`src/rtl/quad_step_decoder.sv`:
```
// Quadrature encoder front-end: sync, per-channel glitch filter, step/direction decode.
// Optional QUAD_ERR_COUNT_EN adds a saturating count of illegal transitions.
module quad_step_decoder #(
  parameter int unsigned FILT_LEN = 4
) (
  input  logic       clk,
  input  logic       reset,
  input  logic       chan_a,
  input  logic       chan_b,
`ifdef QUAD_ERR_COUNT_EN
  input  logic       err_clr,
  output logic [7:0] err_count,
`endif
  output logic       step,
  output logic       up_dwbar,
  output logic       err
);

  localparam logic [7:0] CNT_LAST = 8'(FILT_LEN - 1);

  typedef enum logic [0:0] {ST_INIT, ST_TRACK} state_e;

  state_e     state_q, state_d;
  logic [1:0] init_cnt_q, init_cnt_d;

  // Bit 1 carries phase A, bit 0 carries phase B throughout.
  logic [1:0] sync1_q, sync2_q;
  logic [1:0] filt_q, filt_d;
  logic [1:0] prev_q, prev_d;
  logic [7:0] cnt_q [2];
  logic [7:0] cnt_d [2];
  logic       step_q, step_d;
  logic       err_q, err_d;
  logic       up_q, up_d;

  // Gray-code phase to position on the 00->01->11->10 cycle.
  function automatic logic [1:0] phase_pos(input logic [1:0] g);
    return {g[1], g[1] ^ g[0]};
  endfunction

  always_ff @(posedge clk) begin
    if (!reset) begin
      state_q    <= ST_INIT;
      init_cnt_q <= 2'd0;
    end else begin
      state_q    <= state_d;
      init_cnt_q <= init_cnt_d;
    end
  end

  always_comb begin
    state_d    = state_q;
    init_cnt_d = init_cnt_q;
    case (state_q)
      ST_INIT: begin
        init_cnt_d = init_cnt_q + 2'd1;
        if (init_cnt_q == 2'd2) state_d = ST_TRACK;
      end
      ST_TRACK: state_d = ST_TRACK;
      default:  state_d = ST_INIT;
    endcase
  end

  always_comb begin
    filt_d = filt_q;
    prev_d = prev_q;
    cnt_d  = cnt_q;
    step_d = 1'b0;
    err_d  = 1'b0;
    up_d   = up_q;
    for (int i = 0; i < 2; i++) begin
      if (sync2_q[i] == filt_q[i]) begin
        cnt_d[i] = 8'd0;
      end else if (cnt_q[i] == CNT_LAST) begin
        filt_d[i] = sync2_q[i];
        cnt_d[i]  = 8'd0;
      end else begin
        cnt_d[i] = cnt_q[i] + 8'd1;
      end
    end
    case (state_q)
      ST_INIT: begin
        // Filter is bypassed and prev follows the freshly loaded level, so the
        // first TRACK compare never sees a stale pre-reset phase as a change.
        filt_d = sync2_q;
        prev_d = sync2_q;
        cnt_d  = '{default: 8'd0};
      end
      ST_TRACK: begin
        prev_d = filt_q;
        if (filt_q == ~prev_q) begin
          err_d = 1'b1;
        end else if (filt_q != prev_q) begin
          step_d = 1'b1;
          up_d   = (phase_pos(filt_q) == phase_pos(prev_q) + 2'd1);
        end
      end
      default: ;
    endcase
  end

  always_ff @(posedge clk) begin
    if (!reset) begin
      sync1_q <= 2'b00;
      sync2_q <= 2'b00;
      filt_q  <= 2'b00;
      prev_q  <= 2'b00;
      cnt_q   <= '{default: 8'd0};
      step_q  <= 1'b0;
      err_q   <= 1'b0;
      up_q    <= 1'b1;
    end else begin
      sync1_q <= {chan_a, chan_b};
      sync2_q <= sync1_q;
      filt_q  <= filt_d;
      prev_q  <= prev_d;
      cnt_q   <= cnt_d;
      step_q  <= step_d;
      err_q   <= err_d;
      up_q    <= up_d;
    end
  end

  assign step     = step_q;
  assign err      = err_q;
  assign up_dwbar = up_q;

`ifdef QUAD_ERR_COUNT_EN
  logic [7:0] err_count_q;

  // A clear wins over an err pulse in the same cycle; that pulse is dropped.
  always_ff @(posedge clk) begin
    if (!reset) begin
      err_count_q <= 8'd0;
    end else if (err_clr) begin
      err_count_q <= 8'd0;
    end else if (err_q && (err_count_q != 8'hFF)) begin
      err_count_q <= err_count_q + 8'd1;
    end
  end

  assign err_count = err_count_q;
`endif

endmodule

```
`config.mk`:
```
export PLATFORM = sky130hd
export DESIGN_NAME = quad_step_decoder
export DESIGN_NICKNAME = d
export VERILOG_FILES = /design/src/rtl/quad_step_decoder.sv
export SDC_FILE = /design/constraint.sdc
export NUM_CORES = 1
export LEC_CHECK = 0
export BUFFER_PORTS_ARGS = -buffer_cell sky130_fd_sc_hd__buf_2
export CORE_MARGIN = 4
export CORE_UTILIZATION = 62
export DETAILED_ROUTE_END_ITERATION = 16
export PLACE_DENSITY = 0.89
export SKIP_LAST_GASP = 1
export SLEW_MARGIN = 15
export SYNTH_ARGS = -nofsm -noshare
export SYNTH_HDL_FRONTEND = slang
export SYNTH_SLANG_ARGS = --single-unit
```
`constraint.sdc`:
```
create_clock -name clk -period 3.4 [get_ports clk]
set_input_delay 0.51 -clock clk [delete_from_list [all_inputs] [get_ports clk]]
set_output_delay 0.51 -clock clk [all_outputs]
set_load 0.01 [all_outputs]
```
=== Word-level counts from Yosys, hierarchy flattened ===
Cells that the tools add are included.
Widths: inputs -> output; s select.

* Register bits after elaboration: 30
* Input bits: 4
* Output and inout bits: 3

* Add/subtract/negate cells: 4
* Equal/unequal tests: 12
* Multiplexer cells: 10
* Bitwise logic cells: 6
* Reduce and logical (&&, ||, !) cells: 7

{| class="wikitable"
|+ Operators with widths
! cell !! count
|-
| $add 8x1->8 const B || 2
|-
| $eq 8x2->1 const B || 2
|-
| $reduce_or 4->1 || 2
|-
| $mux 1 || 7
|-
| $reduce_and 2->1 || 3
|-
| $add 2x1->2 const B || 2
|-
| $eq 2x2->1 || 2
|-
| $ne 2x1->1 const B || 2
|-
| $ne 2x2->1 const B || 2
|-
| $pmux 2 s2 || 1
|-
| $not 1->1 || 3
|-
| $reduce_and 3->1 || 1
|-
| $reduce_or 3->1 || 1
|-
| $eq 1x1->1 || 2
|-
| $eq 2x2->1 const B || 1
|-
| $mux 2 || 1
|-
| $ne 2x2->1 || 1
|-
| $not 2->2 || 1
|-
| $pmux 1 s2 || 1
|-
| $xor 1x1->1 || 2
|}

=== Logic depth before layout (Yosys ltp) ===
Gate-level depths: netlist of run 1.

* Depth in word-level cells: 4
* Depth in mapped cells: 4
* Mapped depth without buffers: 4

=== Least setup slack after synthesis of run 1 ===
OpenSTA, ideal clock, no wires.

* Path kind: register to register
* From: register cnt_q[12] (netlist bit)
* To: register filt_q[0]
* Data arrival time: 1318 ps
* Slack: 1964 ps
* Stages on the path, launching flop included: 4
* Path buffers: 0
* Clock period less this slack: 1436 ps
* Path through: dfxtp_1 > or4_4 > o41a_1 > mux2i_1

* Longest elaborated chain between the ends: 3

{| class="wikitable"
|+ RTL lines
! element !! line !! source
|-
| from (decl) || 30 || <nowiki>logic [7:0] cnt_q [2];</nowiki>
|-
| from (signal assigned) || 117 || <nowiki>cnt_q <= cnt_d;</nowiki>
|-
| $eq 8x2->1 || 74 || <nowiki>end else if (cnt_q[i] == CNT_LAST) begin</nowiki>
|-
| $ne 2x1->1 (no line) || n/a ||
|-
| $reduce_and 2->1 (no line) || n/a ||
|-
| to (signal assigned) || 115 || <nowiki>filt_q <= filt_d;</nowiki>
|-
| to (decl) || 28 || <nowiki>logic [1:0] filt_q, filt_d;</nowiki>
|}

No other way between the ends.
A chain may end at the register's enable or synchronous reset.

=== Final worst setup path of run 1 ===
Same ends and word-level chain as after synthesis.

==> metrics.md, run 1 <==
| Metric | Value |
|---|---|
| CTS Hold Buffers Added | 0 |
| Via count | around 940 |
| Net count after synthesis | between 100 and 150 |
| Die ar. | ~2800 um2 |
| Num CTS Buffers | 5 |
| CP Buf/Inv Count | 0 |
| CTS Sinks | 30 |
| Peak Freq | 0.6703 GHz |
| Distinct cells, synth | 26 |
| RSZ-0062 raised after global routing | no |
| GP Congestion | around 0.80 |
| Worst Hold Class | input port to flop |
| Vias in the first global route | between 900 and 1000 |
| Gr ovfl total | 0 |
| Clk root buf | clkbuf_4 |
| Post-Route WL | roughly 2100 um |
| Worst slew pin tran | approximately 0.39 ns |
| Worst path required time | 3.61 ns |
| Post-DR vias/cell | around 5.7 |
| HPWL Detailed | approximately 1600 um |
| Post-layout total power | 725.6 uW |
| Rows | 15 |
| IO buf count | 6 |
| Yosys warns | 0 |
| Skew final | between 0.006 and 0.007 ns |
| Final worst path period share | roughly 44% |
| Initial antenna violation count | 0 |
| Die height | about 53 um |
| Setup TNS | 0 ns |
| Sequential share of the synthesized area | 48.83% |
| Area of the mapped netlist | roughly 1200 um2 |
| WS Path Type | flop to flop |
| PD cells | between 500 and 600 nW/um2 |
| Clk slew on worst S/H paths | ~0.090 ns |
| Layout cells sized above 1 | 12.14% |
| CTS tree | built |
| Fin area | 1350 um2 |
| Post-layout nets | 146 |
| Residual DRC | 0 |
| Final slew viol count | 0 |
| Initial DRT Pass Iterations | 4 |
| Largest net degree at the start of global routing | 13 |
| Critical Path Sink Type | flop |
| Dpl cell area | 1271 um2 |
| CP max stage cell | or4_4 |
| Total track usage | approximately a fifth |
| Status | completed |
| Worst Path Arrival | 1.70 ns |
| Minimum clock period | approximately 1.5 ns |
| Top-Level Pins | 7 |
| Routed wire per std cell | around 13 um |
| Routed Antenna Nets | 0 |
| Layout area overhead | 9.766% |
| MaxCap Viol Count | 0 |
| CP cell instances | or4_4, o41a_1, mux2i_1 |
| Average cell area after synthesis | 9.389 um2 |
| Met2 usage | 33.06% |
| Initial Utilization | approximately two thirds |
| CP Max Fanout | 5 |
| Filler cell count | 131 |
| Met1 usage | a little over a fifth |
| Met3 Track Usage GR | roughly 8.0% |
| Global-route wire length before repair | 3788 um |
| CP top delay family | simple AND/OR/NAND/NOR gates |
| CTS HTree Levels | 2 |
| Initial detailed-routing violation count | 21 |
| DIE WIDTH | between 50 and 60 um |
| Slew headroom | 74.00% |
| CP peak stage delay | roughly 0.57 ns |
| Startpoint types | flop |
| Leak Pwr | just under 0.5 nW |
| # diodes | 0 |
| Final setup fails | 0 |
| Clock Latency Late Sink | roughly 0.32 ns |
| CTS Buffer Depth | 2 |
| FF+latch count, synth | 30 |
| Post-CTS setup buffers | 0 |
| Global route hottest layer | met2 |
| Post-CTS Resized | 0 |
| Cell count after synthesis | ~130 |
| Core area | approximately 1800 um2 |
| Worst VDD drop | between 0.4 and 0.5 mV |
| Final hold violations | 0 |
## synthesized netlist by cell type
master,n,share of area (%)
nor2_1,14,4.3
ha_1,3,3.1
o21ai_0,7,2.8
nand2_1,9,2.7
nor3b_1,2,1.2
nor4_4,1,1.7
a21oi_1,4,1.6
and2_1,4,2.0
inv_1,5,1.5
nor3_1,3,1.2
nand3_1,7,2.8
nand4_1,2,1.0
mux2i_1,4,3.3
xnor2_1,6,4.3
or2_2,1,0.51
a211o_1,1,0.71
dfxtp_1,30,49
o41a_1,1,0.92
xor2_1,8,5.7
a31oi_1,1,0.51
a211oi_1,5,3.1
or3_1,6,3.1
nor4_1,1,0.51
buf_2,1,0.41
or4_4,1,0.92
clkbuf_1,4,1.2
## per-stage QoR
| step | instances | setup slack (ns) | hold slack (ns) | util [%] |
|---|---|---|---|---|
| finish | 165 | 1.908 | 0.3975 | 74.93 |
| global placement | 157 | 1.950 | 0.4135 | 70.56 |
| global route | 165 | 1.847 | 0.4011 | 74.93 |
| floorplan | 131 | 1.964 | 0.4119 | - |
| detailed placement | 157 | 1.926 | 0.4226 | 70.56 |
| CTS | 165 | 1.913 | 0.3856 | 74.93 |
## cells by family after synthesis
family	synth area share, %
AND/OR/NAND/NOR	22.07
flip-flops	48.83
AO/OA/AOI/OAI	9.665
XOR/XNOR	9.970
buffers and inverters	3.153
multiplexers	3.255
adder cells (fa/ha/maj)	3.052
## state kept, by name, summed over array words and instances, names as in the netlist
signal and count:
prev_q 2, sync1_q 2, cnt_q 16, state_q 1, err 1, up_dwbar 1
init_cnt_q 2, filt_q 2, step 1, sync2_q 2
## final timing paths
check | startpoint | to | slack [ns] | cells past startpoint
worst max-delay path | cnt_q[12]$_SDFF_PP0_ | filt_q[0]$_SDFFE_PN0P_ | 1.91 | 3
worst min-delay path | chan_a | sync1_q[1]$_SDFF_PN0_ | 0.40 | 2
worst min register to register | sync1_q[1]$_SDFF_PN0_ | sync2_q[1]$_SDFF_PN0_ | 0.44 | 1
worst max register to register | cnt_q[12]$_SDFF_PP0_ | filt_q[0]$_SDFFE_PN0P_ | 1.91 | 3
## layer usage
layer	part of all wire, %	wire (um)
met2	49	1053
met3	4.5	97
met1	45	966
met5	0	0
met4	0.66	14
## report_power, final
part           leakage, nW  internal (mW)  total, mW  switching (mW)
Sequential           0.244          0.373      0.396          0.0237
Clock               0.0446          0.141      0.254           0.113
Combinational        0.193         0.0370     0.0749          0.0379
Total                0.481          0.551      0.726           0.175
## placed cells by master (no fill, tap or decap)
| cell | netlist | routed |
|---|---|---|
| or4_4 | 1 | 1 |
| mux2i_1 | 4 | 4 |
| ha_1 | 3 | 3 |
| nor4_4 | 1 | 1 |
| o21ai_0 | 7 | 7 |
| o41a_1 | 1 | 1 |
| a211o_1 | 1 | 1 |
| buf_2 | 1 | 6 |
| a31oi_1 | 1 | 1 |
| xnor2_1 | 6 | 6 |
| xor2_1 | 8 | 8 |
| inv_1 | 5 | 5 |
| or3_1 | 6 | 6 |
| or2_2 | 1 | 1 |
| dfxtp_1 | 30 | 30 |
| nor4_1 | 1 | 1 |
| nand3_1 | 7 | 7 |
| clkbuf_4 | 0 | 5 |
| nor2_1 | 14 | 14 |
| nor3_1 | 3 | 3 |
| and2_1 | 4 | 4 |
| nand4_1 | 2 | 2 |
| clkbuf_8 | 0 | 3 |
| a211oi_1 | 5 | 5 |
| a21oi_1 | 4 | 4 |
| nand2_1 | 9 | 9 |
| nor3b_1 | 2 | 2 |
## final cells by class
type                            instances  area, um2  area share [%]
Inverter                                5      18.77           1.390
Sequential cell                        30      600.6           44.49
Timing Repair Buffer                    6      30.03           2.224
Clock buffer                            8      78.83           5.839
Multi-Input combinational cell         91      590.6           43.74
Tap cell                               25      31.28           2.317
Note: power is estimated with default switching activity, not from simulation.
==> run 2: changes to the inputs <==
ABC_AREA = 1   (was not set)
CORE_UTILIZATION = 58   (was 62)
PLACE_DENSITY = 0.84   (was 0.89)
clock period = 1.6 ns   (was 3.4 ns; I/O delays follow)
==> metrics.md, run 2 <==
| Metric | Value |
|---|---|
| CP top delay family | simple AND/OR/NAND/NOR gates |
| Cell count after synthesis | 195 (+49%) |
| MaxCap Viol Count | 0 (unchanged) |
| Top-Level Pins | 7 (unchanged) |
| Dominant register cell in the synthesized netlist | dfxtp_1 |
| Post-DR vias/cell | 4.936 (-13%) |
| Yosys top cell by area | dfxtp_1 |
| Dpl cell area | 1415 um2 (+11%) |
| Num CTS Buffers | 5 (unchanged) |
| Initial Utilization | 61.29% (-7.0 points) |
| Post-synth EDFFs | 0 (unchanged) |
| FF-to-FF path depth | 8 (+5) |
| WP depth | 8 (+5) |
| Layout area overhead | 8.044% |
| Clk root buf | clkbuf_4 |
| DIE WIDTH | 56.58 um (+7.7%) |
| FF+latch count, synth | 30 (unchanged) |
| Final slew viol count | 0 (unchanged) |
| Most frequent cells in the layout | nand2_1, inv_1, dfxtp_1 |
| Final setup fails | 0 (unchanged) |
| Slew headroom | 79.54% (+5.5 points) |
| IO buf count | 6 (unchanged) |
| CTS HTree Levels | 2 (unchanged) |
| Skew final | 0.01116 ns (+0.004222 ns) |
| Minimum clock period | 1.411 ns (-0.08062 ns) |
| CTS Buffer Depth | 2 (unchanged) |
| Largest family of logic cells by synthesized area | simple AND/OR/NAND/NOR gates |
| Fin worst setup slack | 0.1887 ns (-1.719 ns) |
| Largest Register | cnt_q |
| Post-CTS Resized | 0 (unchanged) |
| RSZ-0062 raised after global routing | no |
| CP peak stage delay | 0.40 ns (-0.17 ns) |
| Simple-gate share of the synthesized area | 33.27% (+11 points) |
| # diodes | 0 (unchanged) |
| CTS tree | built |
| Die height | 56.58 um (+7.7%) |
| Area contributors post-synth | dfxtp_1, nand2_1, inv_1, nor2_1, nand3_1 |
| Max reg flops | 16 (unchanged) |
| Distinct cells, synth | 19 (-27%) |
| Post-synth top area share | 43.88% (-5.0 points) |
| Most frequent cell after synthesis | nand2_1 |
| Yosys warns | 0 (unchanged) |
| Core area | 2233 um2 (+24%) |
| Global-route wire length before repair | 4098 um (+8.2%) |
| Largest net degree at the start of global routing | 11 (-2) |
| CP cell instances | ha_1, inv_1, nor2_1, nand3_1, nor2_2, nor2_2, nand2_1, nor2_1 |
| HPWL Detailed | 1832 um (+15%) |
| Leak Pwr | 0.6836 nW (+42%) |
| Total track usage | 16.82% (-2.3 points) |
| Async set or reset register ratio after synthesis | 0% (unchanged) |
| Routed Antenna Nets | 0 (unchanged) |
| Post-synthesis compound-gate area fraction | 6.216% (-3.4 points) |
| GP Congestion | 0.8098 (+1.8%) |
| Rows | 17 (+2) |
| Final worst path period share | 88.21% (+44 points) |
| Final core occ | 66.22% (-8.7 points) |
| Final hold violations | 0 (unchanged) |
| Average cell area after synthesis | 7.020 um2 (-25%) |
| Startpoint types | flop |
| Post-layout nets | 213 (+46%) |
| Initial detailed-routing violation count | 23 (+9.5%) |
| Via count | 1160 (+24%) |
| Critical Path Sink Type | flop |
| Gr ovfl total | 0 (unchanged) |
| Clock Latency Late Sink | 0.34 ns (+0.02 ns) |
| Clk slew on worst S/H paths | 0.10 ns (about the same) |
| Peak Freq | 0.7085 GHz (+5.7%) |
| Status | completed |
| Initial DRT Pass Iterations | 4 (unchanged) |
| Residual DRC | 0 (unchanged) |
| Worst Hold Class | input port to flop |
| Post-synthesis mux area share | 0% (-3.3 points) |
| PD cells | 1115 nW/um2 (+110%) |
| Setup TNS | 0 ns (unchanged) |
| CP max stage cell | dfxtp_1 |
| Die ar. | 3201 um2 (+16%) |
| WS Path Type | flop to flop |
| Worst path required time | 1.85 ns (-1.76 ns) |
| CTS Hold Buffers Added | 0 (unchanged) |
| Initial antenna violation count | 0 (unchanged) |
| Post-Route WL | 2394 um (+12%) |
| Most common cell after layout, fill and taps aside | nand2_1 |
| CP Max Fanout | 5 (unchanged) |
| Area of the mapped netlist | 1369 um2 (+11%) |
| CP Buf/Inv Count | 1 (+1) |
| Worst Path Arrival | 1.66 ns (-0.04 ns) |
| Layout cells sized above 1 | 12.56% (+0.42 points) |
| Routed wire per std cell | 10.19 um (-21%) |
| CTS Sinks | 30 (unchanged) |
| Sequential share of the synthesized area | 43.88% (-5.0 points) |
| Pre-CTS setup slack | 0.1911 ns (-1.735 ns) |
| Vias in the first global route | 1113 (+21%) |
| Hold path depth | 3 (+1) |
| XOR/XNOR Fraction of Synth Area | 3.199% (-6.8 points) |
| Post-synthesis adder-cell area fraction | 2.742% (-0.31 points) |
| Post-CTS setup buffers | 0 (unchanged) |
| Top cells by count, synth | nand2_1, inv_1, dfxtp_1, nor2_1, nand3_1 |
| Worst VDD drop | 0.8885 mV (+90%) |
| Worst slew pin tran | 0.3065 ns (-0.07990 ns) |
| Net count after synthesis | 202 (+46%) |
| Fin area | 1479 um2 (+9.5%) |
==> run 2: worst register-to-register path, cell delays in order (launching register included) <==
cell     delay (ns)
dfxtp_1        0.40
ha_1           0.20
inv_1          0.08
nor2_1         0.12
nand3_1        0.16
nor2_2         0.19
nor2_2         0.07
nand2_1        0.07
nor2_1         0.03
==> run 2: worst paths after layout <==
| path | endpoint | from | slack [ns] |
|---|---|---|---|
| worst max register to register | cnt_q[14]$_SDFF_PP0_ | cnt_q[8]$_SDFF_PP0_ | 0.19 |
| worst max-delay path | cnt_q[14]$_SDFF_PP0_ | cnt_q[8]$_SDFF_PP0_ | 0.19 |
| worst min-delay path | sync1_q[1]$_SDFF_PN0_ | chan_a | 0.08 |
| worst min register to register | sync2_q[0]$_SDFF_PN0_ | sync1_q[0]$_SDFF_PN0_ | 0.42 |
==> run 2: layer usage <==
metal,global-route usage (%),wire length (um),part of all wire [%],vias to the layer above
met2,29.87,1201,50,19
met5,0,0,0,-
met3,6.897,101,4.2,12
met4,12.54,94,3.9,0
met1,14.85,996,42,522
li1,-,-,-,607
==> run 2: final cells by class <==
cell class / instances / area, um2
fillers: 202 / 754.5
clock inverters: 2 / 12.51
inverters: 34 / 127.6
multi-input cells: 129 / 621.8
repair buffers: 6 / 30.03
clock buffers: 6 / 51.30
flip-flops and latches: 30 / 600.6
well taps: 28 / 35.03
==> run 2: stage by stage <==
step	hold WS (ns)	std cells	total power [mW]
final	0.08280	235	1.649
after global routing	0.07750	235	1.765
after CTS	0.06666	235	1.670
after detailed placement	0.4015	227	1.185
after global placement	0.3949	227	1.159
after floorplan	0.3376	195	1.124
==> run 2: cells by family (layout without fill, tap and decap cells) <==
family	count (synthesis)	after routing
simple gates	109	109
buf+inv	36	48
flops	30	30
compound gates	12	12
xor+xnor	5	5
fa+ha+maj	3	3
==> run 2: where the power goes <==
part           internal [mW]  switching (mW)  total [mW]
registers              0.817          0.0709       0.888
logic                  0.105           0.176       0.281
clock network          0.211           0.270       0.481
total                   1.13           0.516        1.65
==> run 3: changes to the inputs <==
REMOVE_ABC_BUFFERS = 1   (was not set)
==> metrics.md, run 3 (synthesized netlist as in run 2, its figures left out) <==
| Metric | Value |
|---|---|
| HPWL Detailed | 1722 um (-6.0%) |
| Hold EP | sync1_q[0]$_SDFF_PN0_ |
| Worst Hold Class | input port to flop |
| Setup TNS | 0 ns (unchanged) |
| WS Path Type | flop to flop |
| MaxCap Viol Count | 0 (unchanged) |
| GP Congestion | 0.7884 (-2.6%) |
| Sequential Power Share | 50.9% (-2.9 points) |
| Layout cells sized above 1 | 11.59% (-0.97 points) |
| Rows | 17 (unchanged) |
| RSZ-0062 raised after global routing | no |
| Critical Path Sink Type | flop |
| Via count | 1100 (-5.2%) |
| Post-layout total power | 1.738 mW (+5.4%) |
| CP Max Fanout | 5 (unchanged) |
| Layout area overhead | 8.867% |
| Logic pwr share | 15.7% (-1.3 points) |
| Clk root buf | clkbuf_4 |
| Total track usage | 15.98% (-0.84 points) |
| Worst path required time | 1.82 ns (-0.03 ns) |
| Post-CTS setup buffers | 0 (unchanged) |
| Num CTS Buffers | 5 (unchanged) |
| Vias in the first global route | 1037 (-6.8%) |
| Die height | 56.58 um (unchanged) |
| Pre-CTS setup slack | 0.1951 ns (+0.003930 ns) |
| Post-DR vias/cell | 4.681 (-5.2%) |
| Core area | 2233 um2 (unchanged) |
| Clk slew on worst S/H paths | 0.09 ns (about the same) |
| IO buf count | 6 (unchanged) |
| Startpoint types | flop |
| Initial antenna violation count | 0 (unchanged) |
| # diodes | 0 (unchanged) |
| R2r setup slk | 0.14 ns (-0.05 ns) |
| PD cells | 1166 nW/um2 (+4.6%) |
| Initial Utilization | 61.29% (unchanged) |
| Post-layout nets | 213 (unchanged) |
| Fin area | 1490 um2 (+0.76%) |
| Worst VDD drop | 1.000 mV (+13%) |
| Hold_sp | chan_b |
| Initial detailed-routing violation count | 19 (-17%) |
| Final slew viol count | 0 (unchanged) |
| Global-route wire length before repair | 3870 um (-5.6%) |
| Max reg flops | 16 (unchanged) |
| Residual DRC | 0 (unchanged) |
| Routed wire per std cell | 9.672 um (-5.1%) |
| Final worst path period share | 91.12% (+2.9 points) |
| Initial DRT Pass Iterations | 6 (+2) |
| Leak Pwr | 0.6888 nW (+0.77%) |
| Minimum clock period | 1.458 ns (+0.04660 ns) |
| Switch Pwr | 484.6 uW (-6.1%) |
| Sw Ratio | 27.89% (-3.4 points) |
| CTS Sinks | 30 (unchanged) |
| Hold path depth | 3 (unchanged) |
| Fin worst setup slack | 0.1421 ns (-0.04660 ns) |
| Clock Latency Late Sink | 0.32 ns (-0.02 ns) |
| Status | completed |
| DIE WIDTH | 56.58 um (unchanged) |
| Non-Filler Instances | 235 (unchanged) |
| Post-CTS Resized | 0 (unchanged) |
| Slew headroom | 80.02% (+0.48 points) |
| CTS Buffer Depth | 2 (unchanged) |
| Post-Route WL | 2273 um (-5.1%) |
| Worst slew pin tran | 0.2992 ns (-0.007246 ns) |
| P_int | 1.253 mW (+11%) |
| Final hold violations | 0 (unchanged) |
| Largest Register | cnt_q |
| Final setup fails | 0 (unchanged) |
| FF-to-FF Start | cnt_q[8]$_SDFF_PP0_ |
| Most common cell after layout, fill and taps aside | nand2_1 |
| Dpl cell area | 1415 um2 (unchanged) |
| Die ar. | 3201 um2 (unchanged) |
| CTS HTree Levels | 2 (unchanged) |
| Top-Level Pins | 7 (unchanged) |
| CTS tree | built |
| DP Cell Count | 227 (unchanged) |
| Peak Freq | 0.6859 GHz (-3.2%) |
| Routed Antenna Nets | 0 (unchanged) |
| FF-to-FF path depth | 8 (unchanged) |
| Gr ovfl total | 0 (unchanged) |
| Worst Path Arrival | 1.68 ns (+0.02 ns) |
| Clock power frac | 33.4% (+4.3 points) |
| Worst R2R End | cnt_q[15]$_SDFF_PP0_ |
| CTS Hold Buffers Added | 0 (unchanged) |
| Most frequent cells in the layout | nand2_1, inv_1, dfxtp_1 |
| Skew final | 0.004821 ns (-0.006338 ns) |
| Largest net degree at the start of global routing | 11 (unchanged) |
## run 3: changes by cell type in the layout (fill, tap and decap cells not counted)
cell        previous run  this run
clkinvlp_4             1         0
bufinv_16              0         1
clkinv_2               1         0
clkbuf_1               0         2
clkbuf_8               1         0
## run 3: power groups by stage
stage / clock network (mW) / registers (mW) / logic [mW]
CTS: 0.593 / 0.884 / 0.275
detailed placement: 0 / 0.901 / 0.273
global placement: 0 / 0.897 / 0.263
floorplan: 0 / 0.891 / 0.214
global route: 0.630 / 0.895 / 0.325
finish: 0.580 / 0.885 / 0.273
## run 3: worst max-delay path by stage
| stage | slack (ns) | start | cells past startpoint | to |
|---|---|---|---|---|
| CTS | 0.17 | cnt_q[8]$_SDFF_PP0_ | 8 | cnt_q[15]$_SDFF_PP0_ |
| global placement | 0.26 | cnt_q[8]$_SDFF_PP0_ | 8 | cnt_q[14]$_SDFF_PP0_ |
| global route | 0.03 | cnt_q[8]$_SDFF_PP0_ | 8 | cnt_q[15]$_SDFF_PP0_ |
| floorplan | 0.36 | cnt_q[8]$_SDFF_PP0_ | 8 | cnt_q[14]$_SDFF_PP0_ |
| finish | 0.14 | cnt_q[8]$_SDFF_PP0_ | 8 | cnt_q[15]$_SDFF_PP0_ |
| detailed placement | 0.20 | cnt_q[8]$_SDFF_PP0_ | 8 | cnt_q[15]$_SDFF_PP0_ |
## run 3: worst max-delay path: stages (launching register included)
cell,delay (ns)
dfxtp_1,0.41
ha_1,0.21
inv_1,0.07
nor2_1,0.13
nand3_1,0.17
nor2_2,0.19
nor2_2,0.07
nand2_1,0.06
nor2_1,0.04
## run 3: cell type report
| type | count | area [um2] |
|---|---|---|
| Fill cell | 193 | 743.2 |
| Multi-Input combinational cell | 129 | 621.8 |
| Sequential cell | 30 | 600.6 |
| Inverter | 34 | 127.6 |
| Clock buffer | 7 | 45.04 |
| Tap cell | 28 | 35.03 |
| Clock inverter | 1 | 30.03 |
| Timing Repair Buffer | 6 | 30.03 |
## run 3: metal layers
layer	global-route usage, %	wire length [um]
met5	0	0
met4	9.831	51
met3	7.126	91
met2	27.72	1110
met1	15.18	1020
## run 3: stage by stage
step / util [%] / hold WS (ns)
after detailed placement: 63.36 / 0.3979
final: 66.72 / 0.09152
after global routing: 66.72 / 0.09598
after floorplan: - / 0.3250
after CTS: 66.72 / 0.07519
after global placement: 63.36 / 0.3948
